--- config.mk ---
export PLATFORM = sky130hd
export DESIGN_NAME = xmit_phy_rx_flat
export DESIGN_NICKNAME = d
export VERILOG_FILES = /design/src/rtl/xmit_pkg.sv /design/src/rtl/xmit_phy_rx_if.sv /design/src/rtl/xmit_nib2byte.sv /design/src/rtl/xmit_phy_rx.sv /design/src/flat_wrapper.sv
export SDC_FILE = /design/constraint.sdc
export NUM_CORES = 1
export LEC_CHECK = 0
export BUFFER_PORTS_ARGS = -buffer_cell sky130_fd_sc_hd__buf_2
export CAP_MARGIN = 5
export CORE_MARGIN = 1
export CORE_UTILIZATION = 35
export CTS_CLUSTER_DIAMETER = 200
export DETAILED_ROUTE_END_ITERATION = 8
export PLACE_DENSITY = 0.57
export REMOVE_ABC_BUFFERS = 1
export SLEW_MARGIN = 20
export SYNTH_ARGS = -nofsm -noshare
export SYNTH_HDL_FRONTEND = slang
export SYNTH_SLANG_ARGS = --single-unit
--- constraint.sdc ---
create_clock -name clk_phy -period 3.5 [get_ports clk_phy]
set_input_delay 0.525 -clock clk_phy [delete_from_list [all_inputs] [get_ports clk_phy]]
set_output_delay 0.525 -clock clk_phy [all_outputs]
set_load 0.02 [all_outputs]
--- src/rtl/xmit_pkg.sv ---
// xmit_pkg
//   Shared definitions for the PHY nibble path (receive and transmit sides).
//   Provides the receive FSM state type, frame error codes, preamble/SFD
//   nibble values, the length field width and the control-block pack
//   function {len, len} that the transmit side also consumes.
package xmit_pkg;

  localparam int LEN_W  = 12;
  localparam int CTRL_W = 2 * LEN_W;

  localparam logic [3:0] PREAMBLE_NIB = 4'h5;
  localparam logic [3:0] SFD_NIB      = 4'hD;

  localparam logic [1:0] ERR_OK       = 2'd0;
  localparam logic [1:0] ERR_ODD      = 2'd1;
  localparam logic [1:0] ERR_RUNT     = 2'd2;
  localparam logic [1:0] ERR_OVERSIZE = 2'd3;

  typedef enum logic [1:0] {
    IDLE,
    PRE,
    DATA,
    DROP
  } state_t;

  // The control block carries the length twice so the consumer can
  // cross-check the two halves.
  function automatic logic [CTRL_W-1:0] pack_ctrl(input logic [LEN_W-1:0] len);
    return {len, len};
  endfunction

endpackage

--- src/rtl/xmit_phy_rx_if.sv ---
// xmit_phy_rx_if
//   Bundles the PHY-side nibble inputs and the frame-buffer-side outputs of
//   the receive path.
//   PHY side:    phy_rx_dv, phy_data_in[3:0]
//   Buffer side: r_data_out[7:0], r_data_valid, r_ctrl_out[23:0],
//                r_ctrl_valid, r_frame_err, r_err_code[1:0],
//                r_good_frames[15:0]
//   The slave modport is the receiver itself; the master modport is whatever
//   drives the pins and consumes the bytes.
interface xmit_phy_rx_if;
  import xmit_pkg::*;

  logic              phy_rx_dv;
  logic [3:0]        phy_data_in;
  logic [7:0]        r_data_out;
  logic              r_data_valid;
  logic [CTRL_W-1:0] r_ctrl_out;
  logic              r_ctrl_valid;
  logic              r_frame_err;
  logic [1:0]        r_err_code;
  logic [15:0]       r_good_frames;

  modport master (
    output phy_rx_dv, phy_data_in,
    input  r_data_out, r_data_valid, r_ctrl_out, r_ctrl_valid,
           r_frame_err, r_err_code, r_good_frames
  );

  modport slave (
    input  phy_rx_dv, phy_data_in,
    output r_data_out, r_data_valid, r_ctrl_out, r_ctrl_valid,
           r_frame_err, r_err_code, r_good_frames
  );

endinterface

--- src/rtl/xmit_nib2byte.sv ---
// xmit_nib2byte
//   Pairs receive nibbles into bytes, low nibble first, and strobes each
//   completed byte for one cycle.
//   clk_phy, reset_n : clock, async active-low reset
//   clear            : holds the nibble phase at even (outside a frame body)
//   nib_en           : a payload nibble is present this cycle
//   nibble[3:0]      : payload nibble
//   allow            : completed byte may be emitted (not past max length)
//   phase            : 1 = a low nibble is latched and its partner pending
//   byte_out[7:0]    : last emitted byte, held between strobes
//   byte_valid       : one-cycle strobe per emitted byte
module xmit_nib2byte (
  input  logic       clk_phy,
  input  logic       reset_n,
  input  logic       clear,
  input  logic       nib_en,
  input  logic [3:0] nibble,
  input  logic       allow,
  output logic       phase,
  output logic [7:0] byte_out,
  output logic       byte_valid
);

  logic [3:0] lo_nib;

  always_ff @(posedge clk_phy or negedge reset_n) begin
    if (!reset_n) begin
      phase      <= 1'b0;
      lo_nib     <= 4'h0;
      byte_out   <= 8'h00;
      byte_valid <= 1'b0;
    end else begin
      byte_valid <= 1'b0;
      if (clear) begin
        phase <= 1'b0;
      end else if (nib_en) begin
        if (!phase) begin
          lo_nib <= nibble;
          phase  <= 1'b1;
        end else begin
          phase <= 1'b0;
          // Suppressed bytes still complete the pair so the phase stays true.
          if (allow) begin
            byte_out   <= {nibble, lo_nib};
            byte_valid <= 1'b1;
          end
        end
      end
    end
  end

endmodule

--- src/rtl/xmit_phy_rx.sv ---
// xmit_phy_rx
//   Receive side of the PHY nibble interface. Hunts preamble/SFD, hands the
//   payload nibbles to xmit_nib2byte for byte assembly, tracks length and
//   errors, and at end of frame emits the {len, len} control block with an
//   error flag/code and a running count of good frames.
//   clk_phy        : PHY nibble clock, rising edge
//   reset_n        : async active-low reset; aborts any frame in progress
//   bus (slave)    : phy_rx_dv/phy_data_in in; r_data_*, r_ctrl_*,
//                    r_frame_err, r_err_code, r_good_frames out
module xmit_phy_rx
  import xmit_pkg::*;
#(
  parameter int unsigned MIN_LEN = 64,
  parameter int unsigned MAX_LEN = 2048,
  parameter int unsigned PRE_MIN = 2
) (
  input  logic         clk_phy,
  input  logic         reset_n,
  xmit_phy_rx_if.slave bus
);

  localparam logic [LEN_W-1:0] MIN_LEN_C = LEN_W'(MIN_LEN);
  localparam logic [LEN_W-1:0] MAX_LEN_C = LEN_W'(MAX_LEN);
  localparam logic [LEN_W-1:0] LEN_SAT   = '1;
  localparam logic [3:0]       PRE_MIN_C = 4'(PRE_MIN);

  state_t            state;
  logic [3:0]        pre_cnt;
  logic [LEN_W-1:0]  len;
  logic              oversize;
  logic              phase;
  logic              nib_en;
  logic              allow;
  logic [1:0]        end_code;
  logic [7:0]        byte_out;
  logic              byte_valid;
  logic [CTRL_W-1:0] ctrl_out;
  logic              ctrl_valid;
  logic              frame_err;
  logic [1:0]        err_code;
  logic [15:0]       good_frames;

  assign nib_en = (state == DATA) && bus.phy_rx_dv;
  assign allow  = (len < MAX_LEN_C);

  xmit_nib2byte u_nib2byte (
    .clk_phy    (clk_phy),
    .reset_n    (reset_n),
    .clear      (state != DATA),
    .nib_en     (nib_en),
    .nibble     (bus.phy_data_in),
    .allow      (allow),
    .phase      (phase),
    .byte_out   (byte_out),
    .byte_valid (byte_valid)
  );

  // End-of-frame verdict: oversize beats a dangling half byte, which beats runt.
  always_comb begin
    end_code = ERR_OK;
    if (oversize)             end_code = ERR_OVERSIZE;
    else if (phase)           end_code = ERR_ODD;
    else if (len < MIN_LEN_C) end_code = ERR_RUNT;
  end

  always_ff @(posedge clk_phy or negedge reset_n) begin
    if (!reset_n) begin
      state       <= IDLE;
      pre_cnt     <= 4'd0;
      len         <= '0;
      oversize    <= 1'b0;
      ctrl_out    <= '0;
      ctrl_valid  <= 1'b0;
      frame_err   <= 1'b0;
      err_code    <= ERR_OK;
      good_frames <= 16'd0;
    end else begin
      ctrl_valid <= 1'b0;
      case (state)
        IDLE: begin
          if (bus.phy_rx_dv) begin
            if (bus.phy_data_in == PREAMBLE_NIB) begin
              state   <= PRE;
              pre_cnt <= 4'd1;
            end else begin
              state <= DROP;
            end
          end
        end
        PRE: begin
          if (!bus.phy_rx_dv) begin
            state <= IDLE;
          end else if (bus.phy_data_in == PREAMBLE_NIB) begin
            if (pre_cnt != 4'hF) pre_cnt <= pre_cnt + 4'd1;
          end else if ((bus.phy_data_in == SFD_NIB) && (pre_cnt >= PRE_MIN_C)) begin
            state    <= DATA;
            len      <= '0;
            oversize <= 1'b0;
          end else begin
            state <= DROP;
          end
        end
        DATA: begin
          if (bus.phy_rx_dv) begin
            // Length advances on the high nibble, i.e. when a byte completes.
            if (phase) begin
              if (!allow) oversize <= 1'b1;
              if (len != LEN_SAT) len <= len + 1'b1;
            end
          end else begin
            state      <= IDLE;
            ctrl_valid <= 1'b1;
            ctrl_out   <= pack_ctrl(len);
            frame_err  <= (end_code != ERR_OK);
            err_code   <= end_code;
            if (end_code == ERR_OK) good_frames <= good_frames + 16'd1;
          end
        end
        DROP: begin
          if (!bus.phy_rx_dv) state <= IDLE;
        end
        default: state <= IDLE;
      endcase
    end
  end

  assign bus.r_data_out    = byte_out;
  assign bus.r_data_valid  = byte_valid;
  assign bus.r_ctrl_out    = ctrl_out;
  assign bus.r_ctrl_valid  = ctrl_valid;
  assign bus.r_frame_err   = frame_err;
  assign bus.r_err_code    = err_code;
  assign bus.r_good_frames = good_frames;

endmodule

--- src/flat_wrapper.sv ---
// flat-port wrapper written by rule: the top's interface ports become plain ports
module xmit_phy_rx_flat import xmit_pkg::*;
#(
  parameter int unsigned MIN_LEN = 64,
  parameter int unsigned MAX_LEN = 2048,
  parameter int unsigned PRE_MIN = 2
)
  (clk_phy, reset_n, bus_phy_rx_dv, bus_phy_data_in, bus_r_data_out, bus_r_data_valid, bus_r_ctrl_out, bus_r_ctrl_valid, bus_r_frame_err, bus_r_err_code, bus_r_good_frames);
  xmit_phy_rx_if bus_i ();
  input  logic clk_phy;
  input  logic reset_n;
  input wire logic [$bits(bus_i.phy_rx_dv)-1:0] bus_phy_rx_dv;
  input wire logic [$bits(bus_i.phy_data_in)-1:0] bus_phy_data_in;
  output wire logic [$bits(bus_i.r_data_out)-1:0] bus_r_data_out;
  output wire logic [$bits(bus_i.r_data_valid)-1:0] bus_r_data_valid;
  output wire logic [$bits(bus_i.r_ctrl_out)-1:0] bus_r_ctrl_out;
  output wire logic [$bits(bus_i.r_ctrl_valid)-1:0] bus_r_ctrl_valid;
  output wire logic [$bits(bus_i.r_frame_err)-1:0] bus_r_frame_err;
  output wire logic [$bits(bus_i.r_err_code)-1:0] bus_r_err_code;
  output wire logic [$bits(bus_i.r_good_frames)-1:0] bus_r_good_frames;
  assign bus_i.phy_rx_dv = bus_phy_rx_dv;
  assign bus_i.phy_data_in = bus_phy_data_in;
  assign bus_r_data_out = bus_i.r_data_out;
  assign bus_r_data_valid = bus_i.r_data_valid;
  assign bus_r_ctrl_out = bus_i.r_ctrl_out;
  assign bus_r_ctrl_valid = bus_i.r_ctrl_valid;
  assign bus_r_frame_err = bus_i.r_frame_err;
  assign bus_r_err_code = bus_i.r_err_code;
  assign bus_r_good_frames = bus_i.r_good_frames;
  xmit_phy_rx #(.MIN_LEN(MIN_LEN), .MAX_LEN(MAX_LEN), .PRE_MIN(PRE_MIN)) u_core (.clk_phy(clk_phy), .reset_n(reset_n), .bus(bus_i));
endmodule
==> results of run 1 <==
==> report_power, final <==
group / internal (uW) / switching, uW
Clock: 423 / 311
Combinational: 163 / 227
Sequential: 856 / 81.7
==> Yosys cell counts, drive strengths merged (2+ instances only) <==
| cell type | count |
|---|---|
| mux2 | 25 |
| buf | 17 |
| and3 | 6 |
| nor4 | 4 |
| dfrtp | 65 |
| a31oi | 6 |
| clkbuf | 7 |
| o2111ai | 2 |
| o21a | 7 |
| a41oi | 7 |
| nand4 | 5 |
| or4 | 2 |
| nand2 | 13 |
| nor3 | 4 |
| xnor2 | 6 |
| inv | 8 |
| a21oi | 11 |
| o21ai | 6 |
| nor2 | 13 |
| nand4b | 2 |
| ha | 4 |
| or2 | 3 |
| nand3 | 8 |
| xor2 | 10 |
| nand2b | 4 |
| a22o | 2 |
==> worst max-delay path, cell delays in order, from the launching register on <==
cell       delay (ps)
dfrtp_1           530
nor3b_2           230
buf_4             300
o2111ai_2         300
nor4_1            410
xor2_1            180
==> sequential cells by signal, summed over array words and instances, names as in the netlist, 2 cells and up <==
| signal | flops |
|---|---|
| u_core.bus.r_good_frames | 16 |
| u_core.bus.r_ctrl_out | 12 |
| u_core.len | 12 |
| u_core.u_nib2byte.byte_out | 8 |
| u_core.pre_cnt | 4 |
| u_core.u_nib2byte.lo_nib | 4 |
| u_core.bus.r_err_code | 2 |
| u_core.state | 2 |
==> per-layer routing <==
layer  wire [um]  share of wire, %
met5           0                 0
met4         110               1.8
met3         269               4.3
met2        2790                44
met1        3110                49
==> layout by cell type (no fill, tap or decap), drive strengths merged, types with 2 or more instances in the layout <==
| master | count |
|---|---|
| a41oi | 7 |
| and3 | 6 |
| o21ai | 6 |
| or2 | 3 |
| o21a | 7 |
| a31oi | 6 |
| nand4 | 5 |
| o2111ai | 2 |
| xor2 | 10 |
| a21oi | 11 |
| or4 | 2 |
| nor2 | 13 |
| nor3 | 4 |
| a22o | 2 |
| nand2 | 13 |
| buf | 61 |
| nand3 | 8 |
| inv | 9 |
| nand2b | 4 |
| clkbuf | 10 |
| nand4b | 2 |
| mux2 | 25 |
| clkinv | 2 |
| bufinv | 2 |
| ha | 4 |
| xnor2 | 6 |
| dfrtp | 65 |
| nor4 | 4 |
==> final cells by class <==
type                    instances  area, um2  share of cell area [%]
flip-flops and latches         65       1630                    45.4
multi-input cells             168       1260                    35.1
repair buffers                 61        310                    8.66
clock buffers                  10        138                    3.84
well taps                     105        131                    3.66
clock inverters                 6       90.1                    2.51
inverters                       8       30.0                   0.838
==> metrics by stage <==
| step | utilization [%] | hold WS [ps] |
|---|---|---|
| finish | 43.0 | 119 |
| global placement | 40.2 | 455 |
| detailed placement | 40.2 | 463 |
| CTS | 43.0 | 124 |
| floorplan | - | 229 |
| global route | 43.0 | 140 |
==> cells by family after synthesis <==
logic type | after synthesis | share of synthesized area, %
adders and majority gates | 4 | 1.63
xor gates and xnor gates | 16 | 4.58
AOI/OAI and AO/OA | 50 | 12.2
buffers and inverters | 32 | 5.80
and+or+nand+nor | 72 | 13.2
muxes | 26 | 9.52
DFF | 65 | 53.1
==> final timing paths <==
| check | slack [ps] | cells past startpoint | startpoint | end |
|---|---|---|---|---|
| worst max-delay path | 1480 | 5 | u_core.state[0]$_DFFE_PN0P_ | u_core.bus.r_good_frames[12]$_DFFE_PN0P_ |
| worst min-delay path | 120 | 1 | reset_n | u_core.bus.r_ctrl_out[16]$_DFFE_PN0P_ |
| worst max register to register | 1480 | 5 | u_core.state[0]$_DFFE_PN0P_ | u_core.bus.r_good_frames[12]$_DFFE_PN0P_ |
| worst min register to register | 470 | 1 | u_core.bus.r_good_frames[15]$_DFFE_PN0P_ | u_core.bus.r_good_frames[15]$_DFFE_PN0P_ |
| max in group asynchronous | 2420 | 2 | reset_n | u_core.u_nib2byte.byte_out[7]$_DFFE_PN0P_ |
| min in group clk_phy | 470 | 2 | bus_phy_data_in[1] | u_core.u_nib2byte.byte_out[5]$_DFFE_PN0P_ |
==> flow_summary_export.csv, run 1 <==
group,metric,value,unit
clocking,cts_buffers,9,
grt,grt_max_degree,46,
yosys,syn-cell-area,3060,um2
grt,grt_pass1_vias,2086,
grt,grt_busiest_layer,"met1",
timing,fin_ws,1480,ps
timing,setup_viol,0,
floorplan,initial_core_util,36.7,%
placed_design,gp_congestion,0.802,
clocking,cts.sink_count,65,
worst_setup_path,cp.arrival,2280,ps
status,status,"finished, final reports clean",
timing,rsz0062_at_grt,"false",
timing,drv_slew,0,
yosys,netlist.area_leader.share,53.1,%
yosys,post-synth-top-area-cell,"dfrtp_1",
final_layout,design_area,3580,um2
final_layout,fillCellCount,785,
timing,slew_headroom,54.8,%
grt,antenna_found_initial,0,
yosys,synth_cells,265,
clocking,cts.htree.levels,3,
grt,gr-total-overflow,0,
power_and_ir_drop,p_leak,0.00178,uW
drt,first_pass_iters,4,
floorplan,fp.dieW,95.6,um
drt,vias,2197,
clocking,cts_tree,"done",
yosys,seq_area_frac_synth,53.1,%
final_layout,final_cell_count_no_fill,423,
clocking,cts-root-buf,"clkbuf_8",
placed_design,place_ws,1340,ps
floorplan,die_area,9130,um2
grt,grt_use_met1,22.0,%
timing,fmax,496,MHz
yosys,postSynthAreaPerCell,11.6,um2
clocking,ctsHoldBuffers,0,
grt,use_met2,21.9,%
drt,ant_nets,0,
drt,wl_per_cell,14.8,um
clocking,clockBufferDepth,2,
yosys,synthArstFlopShare,100,%
drt,drt-total-wl,6280,um
worst_setup_path,start_kind,"register",
clocking,insertion_delay,350,ps
timing,fin_tns_setup,0,ps
clocking,clk_pin_slew,80,ps
worst_hold_path,hp-class,"in -> async",
placed_design,place_area,3360,um2
worst_setup_path,required,3770,ps
final_layout,nNetsFinal,324,
yosys,yosysWarnings,0,
drt,drc,0,
placed_design,placed_cells,407,
timing,post-route-min-period,2020,ps
yosys,synth.area.top_cells,"dfrtp_1 53%, mux2_2 9.2%, buf_4 2.9%",
grt,grt_util_all_layers,15.6,%
power_and_ir_drop,ir_drop,0.193,mV
worst_setup_path,cp_max_fo,21,
final_layout,antenna_cells,0,
timing,period_share,57.6,%
floorplan,ioPinCount,60,
clocking,cts.repair.resized,0,
yosys,yosys_register_bits,65,
power_and_ir_drop,power_density,575,nW/um2
drt,vias_per_cell,5.19,
run,max_cap_violations,0,
floorplan,core_area,8340,um2
final_layout,syn2layout_area_growth,17.0,%
drt,first_iter_violations,61,
placed_design,place_hpwl,4170,um
timing,tightest_slew,670,ps
worst_setup_path,worstSetupPathType,"reg -> reg",
timing,hold_viol_final,0,
clocking,cts_setup_buffers,0,
final_layout,drive_gt1_share,35.2,%
yosys,synth_edf_count,0,
floorplan,die_height,95.6,um
worst_setup_path,end_kind,"register",
timing,skew,12.7,ps
placed_design,portBuffers,59,
grt,grt_pass1_wl,10600,um
yosys,synth_top_flop_cell,"dfrtp_1",
power_and_ir_drop,power.total,2060,uW
floorplan,num_rows,33,
grt,use_met3,4.47,%
yosys,yosys.cell_types.count,49,
Note: power is estimated with default switching activity, not from simulation.
==> run 2: changes to the inputs <==
Settings changed: PLACE_DENSITY 0.57 to 0.59.
Clock period 3.5 ns to 1.65 ns, I/O delays scaled along.
==> flow_summary_export.csv, run 2 (synthesis gave the netlist of run 1 again) <==
group,metric,value,unit
worst_setup_path,end_kind,"register",
worst_setup_path,start_kind,"register",
final_layout,drive_gt1_share,48.2,%
clocking,cts.sink_count,65,
worst_setup_path,timing.rr.start,"u_core.len[8]$_DFFE_PN0P_",
timing,worst_hold_slack,197,ps
drt,drc,0,
placed_design,gp_congestion,0.810,
timing,post-route-min-period,1710,ps
timing,fin_tns_setup,-170,ps
status,status,"complete, but fails checks",
drt,first_iter_violations,75,
placed_design,place_hpwl,4310,um
grt,grt_max_degree,66,
clocking,cts_tree,"done",
floorplan,core_area,8340,um2
clocking,cts.htree.levels,3,
final_layout,fillCellCount,779,
worst_setup_path,worstSetupPathType,"reg -> reg",
floorplan,ioPinCount,60,
timing,hold_viol_final,0,
worst_setup_path,required,1880,ps
final_layout,seqCellArea,1630,um2
grt,gr-total-overflow,0,
power_and_ir_drop,ir_drop,0.438,mV
final_layout,nNetsFinal,363,
worst_setup_path,cp_max_fo,4,
power_and_ir_drop,p_int,3050,uW
drt,drt-total-wl,6750,um
floorplan,initial_core_util,36.7,%
grt,grt_pass1_wl,10300,um
final_layout,largest_reg_flops,16,
worst_setup_path,crit_start,"u_core.len[8]$_DFFE_PN0P_",
clocking,cts-root-buf,"clkbuf_8",
floorplan,fp.dieW,95.6,um
drt,wl_per_cell,14.7,um
floorplan,num_rows,33,
placed_design,place_ws,-209,ps
timing,drv_slew,0,
drt,ant_nets,0,
power_and_ir_drop,comb_power_share,23.8,%
final_layout,multi_input_area,1430,um2
final_layout,syn2layout_area_growth,32.3,%
clocking,clk_pin_slew,70,ps
floorplan,die_area,9130,um2
timing,fmax,586,MHz
drt,vias_per_cell,5.07,
final_layout,antenna_cells,0,
grt,grt_util_all_layers,15.2,%
timing,slew_headroom,73.4,%
timing,period_share,103,%
timing,rsz0062_at_grt,"true",
run,max_cap_violations,0,
timing,setup_viol,7,
worst_hold_path,hp-class,"in -> reg",
clocking,cts_buffers,9,
status,violations,"negative setup slack",
floorplan,die_height,95.6,um
timing,fin_ws,-56.6,ps
final_layout,final_common_cell,"dfrtp_1",
power_and_ir_drop,power.share.clock,31.5,%
drt,first_pass_iters,5,
worst_hold_path,hold_start,"bus_phy_data_in[0]",
timing,tightest_slew,399,ps
power_and_ir_drop,power_density,1070,nW/um2
drt,vias,2333,
power_and_ir_drop,p_switching,1310,uW
power_and_ir_drop,swShare,30.0,%
power_and_ir_drop,p_leak,0.00199,uW
timing,skew,10.1,ps
power_and_ir_drop,seqPwrFrac,44.7,%
grt,grt_pass1_vias,2114,
placed_design,portBuffers,59,
clocking,insertion_delay,340,ps
worst_setup_path,cp.arrival,1940,ps
grt,antenna_found_initial,0,
final_layout,final_cell_mix,"65 x dfrtp_1, 59 x buf_2, 34 x buf_4",
clocking,clockBufferDepth,2,
run 2: cell types whose count changed in the layout (fill, tap and decap cells not counted), moves of 3 or more:
cell / delta
a21oi_1: -4
nor3_1: -4
nor4_1: -4
a21oi_2: +4
nor4_2: +4
nor2_1: -3
nor3_4: +3
buf_4: +32
run 2: repair_timing:
action,in CTS,in global routing
gates resized for setup,13,25
gates cloned,1,0
hold endpoints to repair,65,0
pin swaps,9,14
hold buffers,1,0
setup buffers,2,0
setup endpoints to repair,27,28
run 2: final timing paths:
check                           slack [ps]                                        to  depth (start not counted)
worst max-delay path                   -60   u_core.bus.r_good_frames[1]$_DFFE_PN0P_                          3
worst min-delay path                   200   u_core.u_nib2byte.lo_nib[0]$_DFFE_PN0P_                          2
worst max register to register         -60   u_core.bus.r_good_frames[1]$_DFFE_PN0P_                          3
worst min register to register         470  u_core.bus.r_good_frames[15]$_DFFE_PN0P_                          1
max in group asynchronous              910     u_core.bus.r_ctrl_out[13]$_DFFE_PN0P_                          3
min in group asynchronous              440   u_core.bus.r_good_frames[5]$_DFFE_PN0P_                          3
run 2: power groups by stage:
stage               clock, uW  combinational (uW)  sequential [uW]
floorplan                   0                 322             2220
global placement            0                 984             1970
detailed placement          0                1000             1980
CTS                      1410                1030             1950
global route             1500                1120             1980
finish                   1370                1040             1950
run 2: worst max-delay path, stage by stage, from the launching register on:
cell	delay (ps)
dfrtp_1	380
or4_4	580
o211ai_1	280
mux2_2	370
run 2: layout make-up:
cell class	count	share of cell area, %
tap	105	3.24
clock buffer	12	3.83
timing repair buffer	99	15.8
clock inverter	2	0.957
sequential	65	40.1
inverter	8	0.741
multi-input combinational	169	35.3
run 2: layer usage:
layer  share of wire (%)  global-route usage, %  up-vias
li1                    -                      -     1126
met1                  49                   20.8     1152
met2                  47                   22.4       48
met3                 3.6                   5.26        7
met4                 1.1                   4.98        0
met5                   0                      0        -
run 2: metrics by stage:
step / utilization (%) / instance area (um2) / instances / total power (uW)
finish: 48.6 / 4050 / 460 / 4350
floorplan: - / 2920 / 241 / 2540
global placement: 43.8 / 3650 / 443 / 2950
CTS: 47.3 / 3940 / 461 / 4400
global route: 48.6 / 4050 / 460 / 4600
detailed placement: 43.8 / 3650 / 443 / 2980
==> run 3: changes to the inputs <==
Settings changed: CELL_PAD_IN_SITES_DETAIL_PLACEMENT set to 0, CELL_PAD_IN_SITES_GLOBAL_PLACEMENT set to 1, PLACE_DENSITY 0.59 to 0.71.
==> flow_summary_export.csv, run 3 (synthesis gave the netlist of run 1 again) <==
group,metric,value,unit
timing,period_share,104,%
drt,met2_length,3320,um
worst_setup_path,cpPeakStageDelay,570,ps
final_layout,final_cell_mix,"65 x dfrtp_1, 59 x buf_2, 39 x buf_4",
clocking,cts_tree,"done",
placed_design,portBuffers,59,
drt,vias,2394,
timing,post-route-min-period,1720,ps
floorplan,initial_core_util,36.7,%
worst_setup_path,required,1900,ps
placed_design,place_hpwl,4630,um
drt,first_pass_iters,4,
drt,drt-total-wl,7070,um
drt,wl_per_cell,15.0,um
final_layout,syn2layout_area_growth,38.4,%
worst_setup_path,end_kind,"register",
worst_setup_path,crit_chain,"or4_4 > o211ai_1 > mux2_2",
floorplan,num_rows,33,
clocking,cts.htree.levels,3,
grt,grt_util_all_layers,16.3,%
drt,wl_met1,3350,um
final_layout,largest_reg_flops,16,
drt,vias_per_cell,5.07,
power_and_ir_drop,ir_drop,0.415,mV
clocking,clk_pin_slew,80,ps
floorplan,fp.dieW,95.6,um
clocking,cts.sink_count,65,
worst_setup_path,cp_max_fo,4,
final_layout,final_common_cell,"dfrtp_1",
clocking,cts_buffers,9,
final_layout,drive_gt1_share,49.9,%
floorplan,core_area,8340,um2
worst_setup_path,path_buf_inv,0,
drt,first_iter_violations,90,
timing,drv_slew,0,
grt,grt_pass1_wl,11200,um
grt,gr-total-overflow,0,
clocking,insertion_delay,350,ps
timing,hold_viol_final,0,
final_layout,antenna_cells,0,
timing,fin_tns_setup,-320,ps
worst_setup_path,slowest_stage,"or4_4",
grt,grt_pass1_vias,2269,
drt,ant_nets,0,
grt,antenna_found_initial,0,
run,max_cap_violations,0,
worst_hold_path,hp-class,"in -> reg",
final_layout,nNetsFinal,373,
timing,tightest_slew,503,ps
floorplan,die_height,95.6,um
timing,slew_headroom,66.5,%
timing,worst_hold_slack,178,ps
clocking,clockBufferDepth,2,
worst_setup_path,crit_family,"simple AND/OR/NAND/NOR gates",
grt,grt_max_degree,29,
timing,fmax,581,MHz
drt,dr_wl_met3,283,um
drt,top_layer,"met4",
timing,rsz0062_at_grt,"true",
worst_setup_path,worstSetupPathType,"reg -> reg",
floorplan,ioPinCount,60,
clocking,cts-root-buf,"clkbuf_8",
power_and_ir_drop,power_density,1090,nW/um2
drt,drc,0,
floorplan,die_area,9130,um2
timing,setup_viol,10,
worst_setup_path,start_kind,"register",
timing,skew,9.97,ps
final_layout,post-route-util,50.8,%
status,status,"complete, but fails checks",
status,violations,"negative setup slack",
final_layout,fillCellCount,752,
timing,fin_ws,-72.5,ps
placed_design,gp_congestion,0.834,
power_and_ir_drop,p_leak,0.00211,uW
worst_setup_path,cp.arrival,1970,ps
## run 3: cell type report
class	count	area [um2]	area share [%]
tap	105	131	3.10
timing repair buffer	109	751	17.7
inverter	8	30.0	0.708
clock inverter	6	90.1	2.12
clock buffer	10	138	3.25
multi-input combinational	169	1470	34.8
sequential	65	1630	38.4
## run 3: routing by layer
layer  GRT usage [%]  vias up
met5               0        -
met4            6.72        0
met3            4.47        8
met2            24.8       48
met1            22.0     1189
li1                -     1149
## run 3: timing repair
item	CTS	global route
endpoints found under the setup margin	25	36
gates resized for setup	14	29
hold endpoints to repair	17	0
buffers inserted	1	8
cloned	1	1
hold buffers	1	0
pin swaps	7	5
## run 3: where the power goes
part           internal, uW  switching [uW]  leakage [uW]  total [uW]
Sequential             1820             128      0.000832        1940
Clock                   897             679      0.000113        1580
Combinational           523             589       0.00117        1110
Total                  3240            1400       0.00211        4630
## run 3: path summary, 6_finish.rpt
kind,start,endpoint,slack [ps],cells past startpoint
max in group asynchronous,reset_n,u_core.bus.r_ctrl_out[12]$_DFFE_PN0P_,730,3
hold / removal,bus_phy_data_in[2],u_core.u_nib2byte.byte_out[6]$_DFFE_PN0P_,180,2
setup reg to reg,u_core.len[8]$_DFFE_PN0P_,u_core.bus.r_good_frames[1]$_DFFE_PN0P_,-70,3
min in group asynchronous,reset_n,u_core.u_nib2byte.lo_nib[0]$_DFFE_PN0P_,390,2
setup / recovery,u_core.len[8]$_DFFE_PN0P_,u_core.bus.r_good_frames[1]$_DFFE_PN0P_,-70,3
hold reg to reg,u_core.bus.r_good_frames[15]$_DFFE_PN0P_,u_core.bus.r_good_frames[15]$_DFFE_PN0P_,470,1
## run 3: stage by stage
stage	cells	total power [uW]	setup WS, ps	instance area (um2)
after global placement	445	2960	-165	3680
after global routing	472	4870	-107	4240
final	472	4630	-72.5	4240
after floorplan	241	2540	-720	2920
after CTS	464	4580	-62.5	4030
after detailed placement	445	2990	-263	3680
